<file path="config.mk">
export PLATFORM = sky130hd
export DESIGN_NAME = n_bit_register_file_flat
export DESIGN_NICKNAME = d
export VERILOG_FILES = /design/src/rtl/n_bit_register_file_if.sv /design/src/rtl/n_bit_register_file.sv /design/src/flat_wrapper.sv
export SDC_FILE = /design/constraint.sdc
export NUM_CORES = 1
export LEC_CHECK = 0
export ABC_AREA = 1
export CAP_MARGIN = 30
export CORE_UTILIZATION = 35
export DETAILED_ROUTE_END_ITERATION = 8
export GPL_TIMING_DRIVEN = 0
export SETUP_SLACK_MARGIN = 0.5
export SYNTH_ARGS = -nofsm -noshare
export SYNTH_HDL_FRONTEND = slang
export SYNTH_SLANG_ARGS = --single-unit
</file>
<file path="constraint.sdc">
create_clock -name clk -period 1.3 [get_ports clk]
set_clock_uncertainty 0.2 [all_clocks]
set_input_delay 0.26 -clock clk [delete_from_list [all_inputs] [get_ports clk]]
set_output_delay 0.26 -clock clk [all_outputs]
set_load 0.02 [all_outputs]
</file>
<file path="src/rtl/n_bit_register_file_if.sv">
// Bus bundle for n_bit_register_file: one write port, two read addresses and the two
// registered read-data returns. WIDTH/DEPTH must match the attached register file.
interface n_bit_register_file_if #(
  parameter int WIDTH = 32,
  parameter int DEPTH = 8
);
  localparam int AW = $clog2(DEPTH);

  logic             Clr;
  logic             WE;
  logic [AW-1:0]    WAddr;
  logic [WIDTH-1:0] nBitIn;
  logic [AW-1:0]    RAddrA;
  logic [AW-1:0]    RAddrB;
  logic [WIDTH-1:0] YA;
  logic [WIDTH-1:0] YB;

  modport master (
    output Clr, WE, WAddr, nBitIn, RAddrA, RAddrB,
    input  YA, YB
  );

  modport slave (
    input  Clr, WE, WAddr, nBitIn, RAddrA, RAddrB,
    output YA, YB
  );
endinterface

</file>
<file path="src/rtl/n_bit_register_file.sv">
// DEPTH x WIDTH register file, one write port, two registered read ports, synchronous bulk clear.
// Define REGFILE_BYPASS_EN to forward same-edge write data onto a matching read port.
module n_bit_register_file #(
  parameter int WIDTH = 32,
  parameter int DEPTH = 8
) (
  input logic                  clk,
  input logic                  Reset,
  n_bit_register_file_if.slave bus
);
  localparam int AW = $clog2(DEPTH);
  localparam logic [AW:0] DEPTH_LIM = DEPTH[AW:0];

  logic [DEPTH-1:0][WIDTH-1:0] entries;
  logic                        waddr_ok;
  logic                        raddr_a_ok;
  logic                        raddr_b_ok;
  logic                        wr_en;
  logic [WIDTH-1:0]            ya_q, ya_d;
  logic [WIDTH-1:0]            yb_q, yb_d;

  // Extra top bit lets non-power-of-two depths reject the unused address codes.
  always_comb begin
    waddr_ok   = ({1'b0, bus.WAddr}  < DEPTH_LIM);
    raddr_a_ok = ({1'b0, bus.RAddrA} < DEPTH_LIM);
    raddr_b_ok = ({1'b0, bus.RAddrB} < DEPTH_LIM);
    wr_en      = bus.WE && waddr_ok;
  end

  genvar gi;
  generate
    for (gi = 0; gi < DEPTH; gi++) begin : g_entry
      logic [WIDTH-1:0] entry_q, entry_d;

      always_comb begin
        entry_d = entry_q;
        if (bus.Clr)
          entry_d = '0;
        else if (wr_en && (bus.WAddr == AW'(gi)))
          entry_d = bus.nBitIn;
      end

      always_ff @(posedge clk or negedge Reset) begin
        if (!Reset) entry_q <= '0;
        else        entry_q <= entry_d;
      end

      assign entries[gi] = entry_q;
    end
  endgenerate

  always_comb begin
    ya_d = '0;
    yb_d = '0;
    if (raddr_a_ok) ya_d = entries[bus.RAddrA];
    if (raddr_b_ok) yb_d = entries[bus.RAddrB];
`ifdef REGFILE_BYPASS_EN
    if (wr_en && (bus.RAddrA == bus.WAddr)) ya_d = bus.nBitIn;
    if (wr_en && (bus.RAddrB == bus.WAddr)) yb_d = bus.nBitIn;
`endif
    // Clear wins over both the stored value and any forwarded write.
    if (bus.Clr) begin
      ya_d = '0;
      yb_d = '0;
    end
  end

  always_ff @(posedge clk or negedge Reset) begin
    if (!Reset) begin
      ya_q <= '0;
      yb_q <= '0;
    end else begin
      ya_q <= ya_d;
      yb_q <= yb_d;
    end
  end

  assign bus.YA = ya_q;
  assign bus.YB = yb_q;
endmodule

</file>
<file path="src/flat_wrapper.sv">
// flat-port wrapper written by rule: the top's interface ports become plain ports
module n_bit_register_file_flat 
#(
  parameter int WIDTH = 32,
  parameter int DEPTH = 8
)
  (clk, Reset, bus_Clr, bus_WE, bus_WAddr, bus_nBitIn, bus_RAddrA, bus_RAddrB, bus_YA, bus_YB);
  n_bit_register_file_if #(.WIDTH(WIDTH), .DEPTH(DEPTH)) bus_i ();
  input logic clk;
  input logic Reset;
  input wire logic [$bits(bus_i.Clr)-1:0] bus_Clr;
  input wire logic [$bits(bus_i.WE)-1:0] bus_WE;
  input wire logic [$bits(bus_i.WAddr)-1:0] bus_WAddr;
  input wire logic [$bits(bus_i.nBitIn)-1:0] bus_nBitIn;
  input wire logic [$bits(bus_i.RAddrA)-1:0] bus_RAddrA;
  input wire logic [$bits(bus_i.RAddrB)-1:0] bus_RAddrB;
  output wire logic [$bits(bus_i.YA)-1:0] bus_YA;
  output wire logic [$bits(bus_i.YB)-1:0] bus_YB;
  assign bus_i.Clr = bus_Clr;
  assign bus_i.WE = bus_WE;
  assign bus_i.WAddr = bus_WAddr;
  assign bus_i.nBitIn = bus_nBitIn;
  assign bus_i.RAddrA = bus_RAddrA;
  assign bus_i.RAddrB = bus_RAddrB;
  assign bus_YA = bus_i.YA;
  assign bus_YB = bus_i.YB;
  n_bit_register_file #(.WIDTH(WIDTH), .DEPTH(DEPTH)) u_core (.clk(clk), .Reset(Reset), .bus(bus_i));
endmodule
</file>
== Word level (Yosys, flattened, before mapping) ==
Cells that the tools add are included.

* Bits in registers: 320
* Input bits: 45
* Output and inout bits: 64
* Word-level logic and storage cells: 58

* Magnitude comparators: 2
* Equal/unequal tests: 7
* Multiplexer cells: 22
* Reductions and logical operators: 17

{| class="wikitable"
|+ Operator list
! operator !! number
|-
| two-way mux 32 bit || 20
|-
| binary-select mux 32 bit (select 3 bit) || 2
|-
| nonzero test 2 bit || 8
|-
| equality test 3 bit, second input constant || 4
|-
| logical AND 1 bit || 8
|-
| less-than comparator 3 x 4 -> 1 bit, second input constant || 2
|-
| equality test 3 x 2 -> 1 bit, second input constant || 2
|-
| equality test 3 x 1 -> 1 bit, second input constant || 1
|-
| zero test 3 bit || 1
|}

== Longest topological paths before layout ==
Gate-level depths: netlist (run 1).

* Depth in word-level cells: 4
* Depth in mapped cells: 8

== Worst setup path before layout (run 1) ==
No wires, ideal clock.

* Path kind: input to register
* Start: input port bus_RAddrB[2]
* End: register u_core.yb_q[23] (netlist: u_core.bus.YB[23])
* Setup time: 0.117 ns
* Arrival: 0.986 ns
* Setup slack: -0.003 ns
* Cell stages on the path: 5
* Cells stage by stage: clkbuf_1 clkbuf_1 nand3_1 nand2_1 nor2_1

* Cells in the longest elaborated chain, start to end: 3

{| class="wikitable"
|+ Ends and longest elaborated chain
! what !! RTL line !! source
|-
| start, declared || flat_wrapper.sv:16 || <nowiki>input wire logic [$bits(bus_i.RAddrB)-1:0] bus_RAddrB;</nowiki>
|-
| binary-select mux 32 bit (select 3 bit) || n_bit_register_file.sv:56 || <nowiki>if (raddr_b_ok) yb_d = entries[bus.RAddrB];</nowiki>
|-
| two-way mux 32 bit (not written as such) || n_bit_register_file.sv:56 ||
|-
| two-way mux 32 bit || n_bit_register_file.sv:62 || <nowiki>if (bus.Clr) begin</nowiki>
|-
| named net u_core.yb_d[23] || n_bit_register_file.sv:20 || <nowiki>logic [WIDTH-1:0] yb_q, yb_d;</nowiki>
|-
| end signal, assigned || n_bit_register_file.sv:74 || <nowiki>yb_q <= yb_d;</nowiki>
|-
| end, declared || n_bit_register_file.sv:20 ||
|}

The timed path passes the listed nets, and every way through them passes these cells. The select of a mux whose other input is x is not followed.
A chain may end at the register's enable or synchronous reset.

== Worst setup path in the final report (run 1) ==
* Start: register u_core.yb_q[31] (netlist: u_core.bus.YB[31])
* End: output port bus_YB[31]

{| class="wikitable"
|+ RTL lines
! what !! RTL line !! source
|-
| end, declared || flat_wrapper.sv:18 || <nowiki>output wire logic [$bits(bus_i.YB)-1:0] bus_YB;</nowiki>
|}

No word-level cell between the ends.

==> results by stage, run 1 <==
Floorplanning:
- For this configuration, the core starts out at a cell density of 0.354.
- The die area is approximately 50000 um2.
- The floorplan has 80 rows.
- The region available for standard cell placement spans around 48000 um2.
- During I/O placement, the number of pins put on the boundary was around 110.
- The die is between 200 and 250 um tall.
- The width of the die is 221 um.

Finish:
- The net count of the finished layout is 2755.
- In the layout the commonest cells are sky130_fd_sc_hd__nand2_1, sky130_fd_sc_hd__dfrtp_1, sky130_fd_sc_hd__inv_2.
- The layout overhead on the synthesized area is 49.9%.
- The number of fillers in the final layout is between 4000 and 5000.
- The fraction of layout cells with a size suffix above 1 is 0.412.
- The register area is 8010 um2.
- The area occupied by multi-input gates is ~8900 um2.
- The final cell utilization of the core is 0.531.
- The most common cell after layout, fill and taps aside is sky130_fd_sc_hd__nand2_1.
- The number of antenna diodes in the final layout is 0.

Setup path:
- STA classifies the critical path endpoint as an output pin.
- At the worst endpoint, the arrival time is approximately 1.1 ns.
- The cell family contributing the most delay on the critical path is flip-flops.
- Counting both buffers and inverters, the worst setup path holds a total of 1.
- Walking the worst path, the cells encountered are buf_6.
- Of all nets on the critical path, the largest fanout is 1.
- The slowest library cell on the worst path is sky130_fd_sc_hd__dfrtp_1.
- The critical path in this run is classified as reg -> out.
- The worst setup path is launched from a flop.
- The largest single stage delay on the critical path is 0.39 ns.
- STA puts the critical path data required time at ~0.84 ns.

Route:
- The routed layout has between 15000 and 20000 vias.
- The number of detailed-route iterations in the first pass is 5.
- The average wire length per cell after detail routing is approximately 22 um.
- The post-detailed-route count of antenna-violating nets is 0.
- The first routing iteration left 2029 violations.
- Dividing the detail-routed via count by the number of cells gives between 5 and 6.
- The DRC violations left is 0.
- For this block, the routed nets add up to 72.4 mm of wire.

Power and ir drop:
- Dividing total power by cell area gives a power density of between 1000 and 1500 nW/um2.
- The leakage power total is roughly 12 nW.
- The peak supply drop is about 0.92 mV.
- Summing internal, switching and leakage power gives approximately 30 mW.

Yosys:
- In this run the mean area of a mapped cell was between 6 and 7 um2.
- The share of the Yosys chip area taken by registers is 0.476.
- The synthesized flop and latch total is between 300 and 400.
- After technology mapping, the gate count stands at 2425.
- The Yosys step of the flow raised 0 warnings.
- The number of different library cells in the post-synthesis netlist is 16.
- The synthesized net count is around 2500.
- The synthesized netlist occupies a cell area of between 15000 and 20000 um2.

STA:
- After layout, the worst setup slack is -0.248 ns.
- Headroom to the max-slew limit came out at 0.690.
- The fmax is between 600 and 700 MHz.
- The worst hold slack after final layout is -0.638 ns.
- Setup repair after global routing could not meet its margin everywhere.
- Adding up every negative setup slack in the final design gives -14.29 ns.
- The total count of max-transition violations in the final report is 0.
- For the pin with the worst max-slew slack, the measured transition is roughly 0.47 ns.
- The worst path in the final design needs a cycle of between 1.5 and 2 ns, including I/O delays and setup.
- Of the available clock period, the critical path in the final layout requires 1.19.
- The hold violation total from the final report is 269.
- Setup violations remaining at the end of the flow were counted as 64.

Placement:
- At the end of routability-driven placement, the weighted congestion stood at between 0.9 and 1.
- The number of input and output port buffers inserted is ~110.
- The wire-length estimate of the detail-placed layout is ~42 mm.

CTS:
- Clock tree synthesis selected as its root buffer the cell sky130_fd_sc_hd__clkbuf_16.
- TritonCTS built the clock tree.
- The number of buffers added by the clock tree synthesis step is 37.
- The H-tree depth is 2.
- The clock latency at the later pin of the worst-skew pair is between 0.5 and 0.6 ns.
- The number of buffers on the longest clock path is 3.
- The number of clock sinks seen by CTS is between 300 and 400.
- After clock tree synthesis, the clock-pin slew on the worst setup and hold paths is roughly 0.060 ns.

Run status:
- The final reports fail on hold timing, setup timing.
- The run finished, with violations left.

Hold path:
- The path class of the tightest hold or removal check is in -> async.

Run:
- Max-cap violations in this run came to 0.

Global routing:
- For this run, the total global-route usage over all layers was measured as 0.280.
- Entering global routing, the biggest net connects about 120 pins.
- The total grt overflow is 0.
- The via count of the first global-routing pass came to roughly 18000.
- The initial antenna violation count is 0.
- The first-pass GRT wire length is approximately 100 mm.
registers in the layout, indices dropped and copies added, names as in the netlist:
signal / flops
u_core.bus.YB: 32
u_core.g_entry.entry_q: 256
u_core.bus.YA: 32
through the flow:
stage                     cells  setup WS (ns)  cell area [um2]
after CTS                  3286         -0.268            23100
after detailed placement   3148          -1.16            19700
after global routing       3349         -0.261            25200
after global placement     3146         -14.58            19600
final                      3349         -0.248            25200
after floorplan            2425          0.141            17800
cell families (layout without fill, tap and decap cells):
logic type	after synthesis	after routing	synth area share
buffers and inverters	452	753	0.111
AOI/OAI and AO/OA	257	257	0.0771
and+or+nand+nor	1396	1404	0.336
DFF	320	320	0.476
final cells by class:
| cell class | count | share of cell area |
|---|---|---|
| Sequential cell | 320 | 0.317 |
| Buffer | 155 | 0.0759 |
| Clock inverter | 12 | 0.00669 |
| Inverter | 297 | 0.0474 |
| Tap cell | 615 | 0.0305 |
| Timing Repair Buffer | 238 | 0.127 |
| Clock buffer | 51 | 0.0416 |
| Multi-Input combinational cell | 1661 | 0.354 |
routing by layer:
| layer | track usage | vias up | part of all wire |
|---|---|---|---|
| li1 | - | 8086 | - |
| met1 | 0.360 | 8846 | 0.39 |
| met2 | 0.436 | 1124 | 0.46 |
| met3 | 0.0665 | 279 | 0.098 |
| met4 | 0.151 | 0 | 0.053 |
| met5 | 0 | - | 0 |
power by group:
part           switching, mW  leakage, nW  internal (mW)
Combinational           4.52         7.69           3.01
Clock                   4.47        0.594           6.44
Sequential             0.376         4.16           10.8
final timing paths:
check | start | end | slack, ns | cells past startpoint
max | u_core.bus.YB[31] | bus_YB[31] | -0.25 | 1
min | Reset | u_core.bus.YB[24] | -0.64 | 1
max reg2reg | u_core.g_entry[2].entry_q[6] | u_core.bus.YA[6] | 0.10 | 6
min reg2reg | u_core.g_entry[6].entry_q[7] | u_core.g_entry[6].entry_q[7] | 0.32 | 2
max in group asynchronous | Reset | u_core.bus.YA[14] | 0.64 | 3
min in group clk | bus_Clr | u_core.g_entry[2].entry_q[31] | -0.17 | 4
timing repair:
action / CTS / global route
cloned: 31 / 9
endpoints found under the hold margin: 153 / 210
endpoints found under the setup margin: 616 / 517
gates resized for setup: 745 / 608
pin swaps: 62 / 267
buffers inserted: 44 / 54
worst register-to-register path, stage by stage (launching register included):
cell and delay [ns]:
sky130_fd_sc_hd__dfrtp_1 0.38, sky130_fd_sc_hd__inv_2 0.08, sky130_fd_sc_hd__nand2_1 0.05, sky130_fd_sc_hd__nand3_1 0.08, sky130_fd_sc_hd__nand2_1 0.07, sky130_fd_sc_hd__nor2_2 0.16, sky130_fd_sc_hd__nor2_2 0.06
cell usage after synthesis:
library cell               count  area (um2)
sky130_fd_sc_hd__o21ai_4       1        16.3
sky130_fd_sc_hd__nand3_1     321        1610
sky130_fd_sc_hd__buf_4         5        37.5
sky130_fd_sc_hd__inv_1       294        1100
sky130_fd_sc_hd__nor2_1      152         571
sky130_fd_sc_hd__inv_2         3        11.3
sky130_fd_sc_hd__nand2_1     915        3430
sky130_fd_sc_hd__clkbuf_1     20        75.1
sky130_fd_sc_hd__clkbuf_2      3        15.0
sky130_fd_sc_hd__dfrtp_1     320        8010
sky130_fd_sc_hd__nor2_2        1        6.26
sky130_fd_sc_hd__o21ai_1       4        20.0
sky130_fd_sc_hd__buf_2       121         606
sky130_fd_sc_hd__o21ai_0     252        1260
sky130_fd_sc_hd__nand2_2       7        43.8
sky130_fd_sc_hd__buf_1         6        22.5
Note: power is estimated with default switching activity, not from simulation.
==> inputs of run 2 (changes only) <==
--- a/config.mk
+++ b/config.mk
@@ -6,8 +6,8 @@
 export NUM_CORES = 1
 export LEC_CHECK = 0
 export ABC_AREA = 1
-export CAP_MARGIN = 30
 export CORE_UTILIZATION = 35
+export CTS_CLUSTER_DIAMETER = 60
 export DETAILED_ROUTE_END_ITERATION = 8
 export GPL_TIMING_DRIVEN = 0
 export SETUP_SLACK_MARGIN = 0.5
==> run 2 against run 1 <==
Against the previous run:
- the flow still finishes with violations (hold timing, setup timing)
- register-to-register slack improved by 0.02 ns
- combinational power decreased by 4.1%
- die area unchanged
- critical path depth unchanged
- non-clock buffer count decreased by 17
- sequential share of layout area increased by 0.82 points
- final area decreased by 2.5%
- sequential power about the same
- power decreased by 0.20%
- first-iteration DRC count decreased by 12%
- hold slack improved by 0.0037 ns
- critical endpoint unchanged
==> results by stage, run 2 (synthesis gave the netlist of run 1 again) <==
Power and ir drop:
- The power per unit of standard cell area was 1200 nW/um2 (+2.4%).
- The total power after layout was 29.6 mW (-0.20%).
- The peak supply drop was 1.04 mV (+13%).
- The leakage power total is 12.2 nW (-2.1%).

CTS:
- The number of buffers on the longest clock path came to 3 (unchanged).
- The root buffer cell is sky130_fd_sc_hd__clkbuf_16.
- The post-CTS clock slew at the launch and capture registers of the worst setup and hold paths was 0.05 ns (about the same).
- The clock latency at the later pin of the worst-skew pair is 0.57 ns (about the same).
- The H-tree depth is 2 (unchanged).
- The number of buffers added by the clock tree synthesis step is 39 (+5.4%).
- TritonCTS built the clock tree.
- The number of clock sinks seen by CTS is 320 (unchanged).

STA:
- The smallest setup slack after layout is -0.246 ns (+0.00193 ns).
- Setup repair after global routing could not meet its margin everywhere.
- The total count of max-transition violations in the final report was 0 (unchanged).
- The total setup violations reported at the end of the flow is 64 (unchanged).
- The fmax is 647 MHz (+0.12%).
- The relative slew slack is 0.697 (+0.00697).
- The worst hold slack after final layout was -0.634 ns (+0.00369 ns).
- The share of the cycle needed by the critical path after routing is 1.19 (-0.00149).
- The pin slew with the least headroom to its limit came to 0.455 ns (-0.0105 ns).
- The clock period minus final worst setup slack is 1.55 ns (-0.00193 ns).
- The hold violation total from the final report is 262 (-2.6%).

Placement:
- The cell area reported after detailed placement is 19700 um2 (unchanged).
- The detailed placer's ending HPWL is 42.2 mm (unchanged).
- The global placer's final weighted congestion is 0.930 (unchanged).
- The number of input and output port buffers inserted is 106 (unchanged).
- The post-placement worst setup slack came to -1.16 ns (unchanged).

Global routing:
- The combined global-route utilization of all metal layers is 0.272 (-0.00761).
- The largest net degree at the start of global routing was 119 (unchanged).
- The first-pass GRT wire length is 102 mm (-2.5%).
- The via count of the first global-routing pass was 17400 (-2.3%).
- The total grt overflow came to 0 (unchanged).
- The initial antenna violation count is 0 (unchanged).

Finish:
- The final net count is 2737 (-0.65%).
- More flip-flops sit in one register than any other, and that register is u_core.g_entry.entry_q.
- The final design instance area without fill is 24600 um2 (-2.5%).
- Leaving out fill and tap cells, the most frequent cell in the layout is sky130_fd_sc_hd__nand2_1.
- The number of antenna repair diodes is 0 (unchanged).
- The flip-flop count of the largest register, all copies and words added is 256 (unchanged).
- The fraction of layout cells with a size suffix above 1 is 0.399 (-0.0126).
- The layout overhead on the synthesized area is 46.2%.
- The library cells used most frequently in the layout, excluding fill and tap cells, are sky130_fd_sc_hd__nand2_1, sky130_fd_sc_hd__dfrtp_1, sky130_fd_sc_hd__inv_2.

Route:
- The number of detailed-route iterations in the first pass is 6 (+1).
- The detail-routed via count per cell is 5.38 (-1.8%).
- The post-detailed-route count of antenna-violating nets is 0 (unchanged).
- The post-detailed-routing wire length is 70.2 mm (-3.1%).
- The DRC violations left was 0 (unchanged).
- The overall via count from detail_route is 17900 (-2.2%).
- The average wire length per cell after detail routing is 21.0 um (-2.7%).
- The violation count after the first detailed-route iteration was 1785 (-12%).

Setup path:
- The kind of cell adding the most delay to the critical path is flip-flops.
- The data arrival time of the worst path is 1.09 ns (about the same).
- The peak per-stage delay on the critical path is 0.39 ns (about the same).
- The sum of buffers and inverters on the critical path is 1 (unchanged).
- The maximum fanout along the worst path was 1 (unchanged).
- STA classifies the critical path endpoint as an output pin.
- STA classifies the critical path startpoint as a flop.
- The signal on the critical path passes through buf_6.
- The setup path with the least slack is of type reg -> out.
- The largest individual stage delay along the critical path comes from the cell sky130_fd_sc_hd__dfrtp_1.
- The data required time of the worst path is 0.84 ns (about the same).

Floorplanning:
- The cell row count is 80 (unchanged).
- The width of the die is 221 um (unchanged).
- The die area is 49000 um2 (unchanged).
- The effective utilization at floorplan is 0.354 (unchanged).
- The die height was 221 um (unchanged).
- The standard cell core area came to 47500 um2 (unchanged).
- The top-level port count was 109 (unchanged).

Hold path:
- In this run the worst hold path is classified as in -> async.

Run status:
- The run finished, with violations left.
- The checks that failed: hold timing, setup timing.

Run:
- The number of violations of the max-capacitance limit came to 0 (unchanged).
[run 2: changes by cell type in the layout (fill, tap and decap cells not counted), sizes merged]
| cell | delta |
|---|---|
| clkdlybuf4s15 | +1 |
| buf | -15 |
| clkbuf | -1 |
| nand2 | -3 |
| inv | +1 |
| clkdlybuf4s50 | -1 |
| clkinvlp | +1 |
| bufinv | -1 |
| bufbuf | -1 |
| clkinv | +5 |
[run 2: report_power, final]
| group | total [mW] | switching (mW) | internal, mW |
|---|---|---|---|
| clock network | 11.2 | 4.62 | 6.55 |
| logic | 7.22 | 4.40 | 2.82 |
| registers | 11.2 | 0.372 | 10.8 |
| total | 29.6 | 9.40 | 20.2 |
[run 2: worst paths after layout]
path / slack [ns] / end / start / cells past startpoint
min in group clk: -0.17 / u_core.g_entry[0].entry_q[31] / bus_Clr / 4
max in group asynchronous: 0.62 / u_core.g_entry[5].entry_q[23] / Reset / 3
hold / removal: -0.63 / u_core.bus.YA[26] / Reset / 1
hold reg to reg: 0.32 / u_core.g_entry[4].entry_q[31] / u_core.g_entry[4].entry_q[31] / 2
setup reg to reg: 0.12 / u_core.bus.YA[1] / u_core.g_entry[2].entry_q[1] / 6
setup / recovery: -0.25 / bus_YB[31] / u_core.bus.YB[31] / 1
[run 2: repair_timing]
action / 4_1_cts / 5_1_grt
gates resized for setup: 718 / 591
pin swaps: 45 / 260
gates cloned: 20 / 6
hold endpoints to repair: 154 / 210
endpoints found under the setup margin: 616 / 522
buffers inserted: 37 / 55
[run 2: layout make-up]
cell class	count	area, um2
Fill cell	4332	22900
Sequential cell	320	8010
Buffer	155	1850
Clock buffer	51	1090
Inverter	297	1190
Clock inverter	18	186
Tap cell	615	769
Timing Repair Buffer	221	2710
Multi-Input combinational cell	1658	8800
[run 2: through the flow]
step | cells | util | setup TNS (ns)
4_1_cts | 3274 | 0.477 | -21.35
3_5_place_dp | 3148 | 0.414 | -435.86
5_1_grt | 3335 | 0.518 | -16.13
2_1_floorplan | 2425 | - | 0
3_3_place_gp | 3146 | 0.413 | -4939.82
6_report | 3335 | 0.518 | -14.33
[run 2: per-layer routing]
layer  vias up  wire, um  track usage
li1       8048         -            -
met1      8612     27900        0.356
met2      1052     32100        0.427
met3       225      6950       0.0663
met4         0      3230        0.124
met5         -         0            0
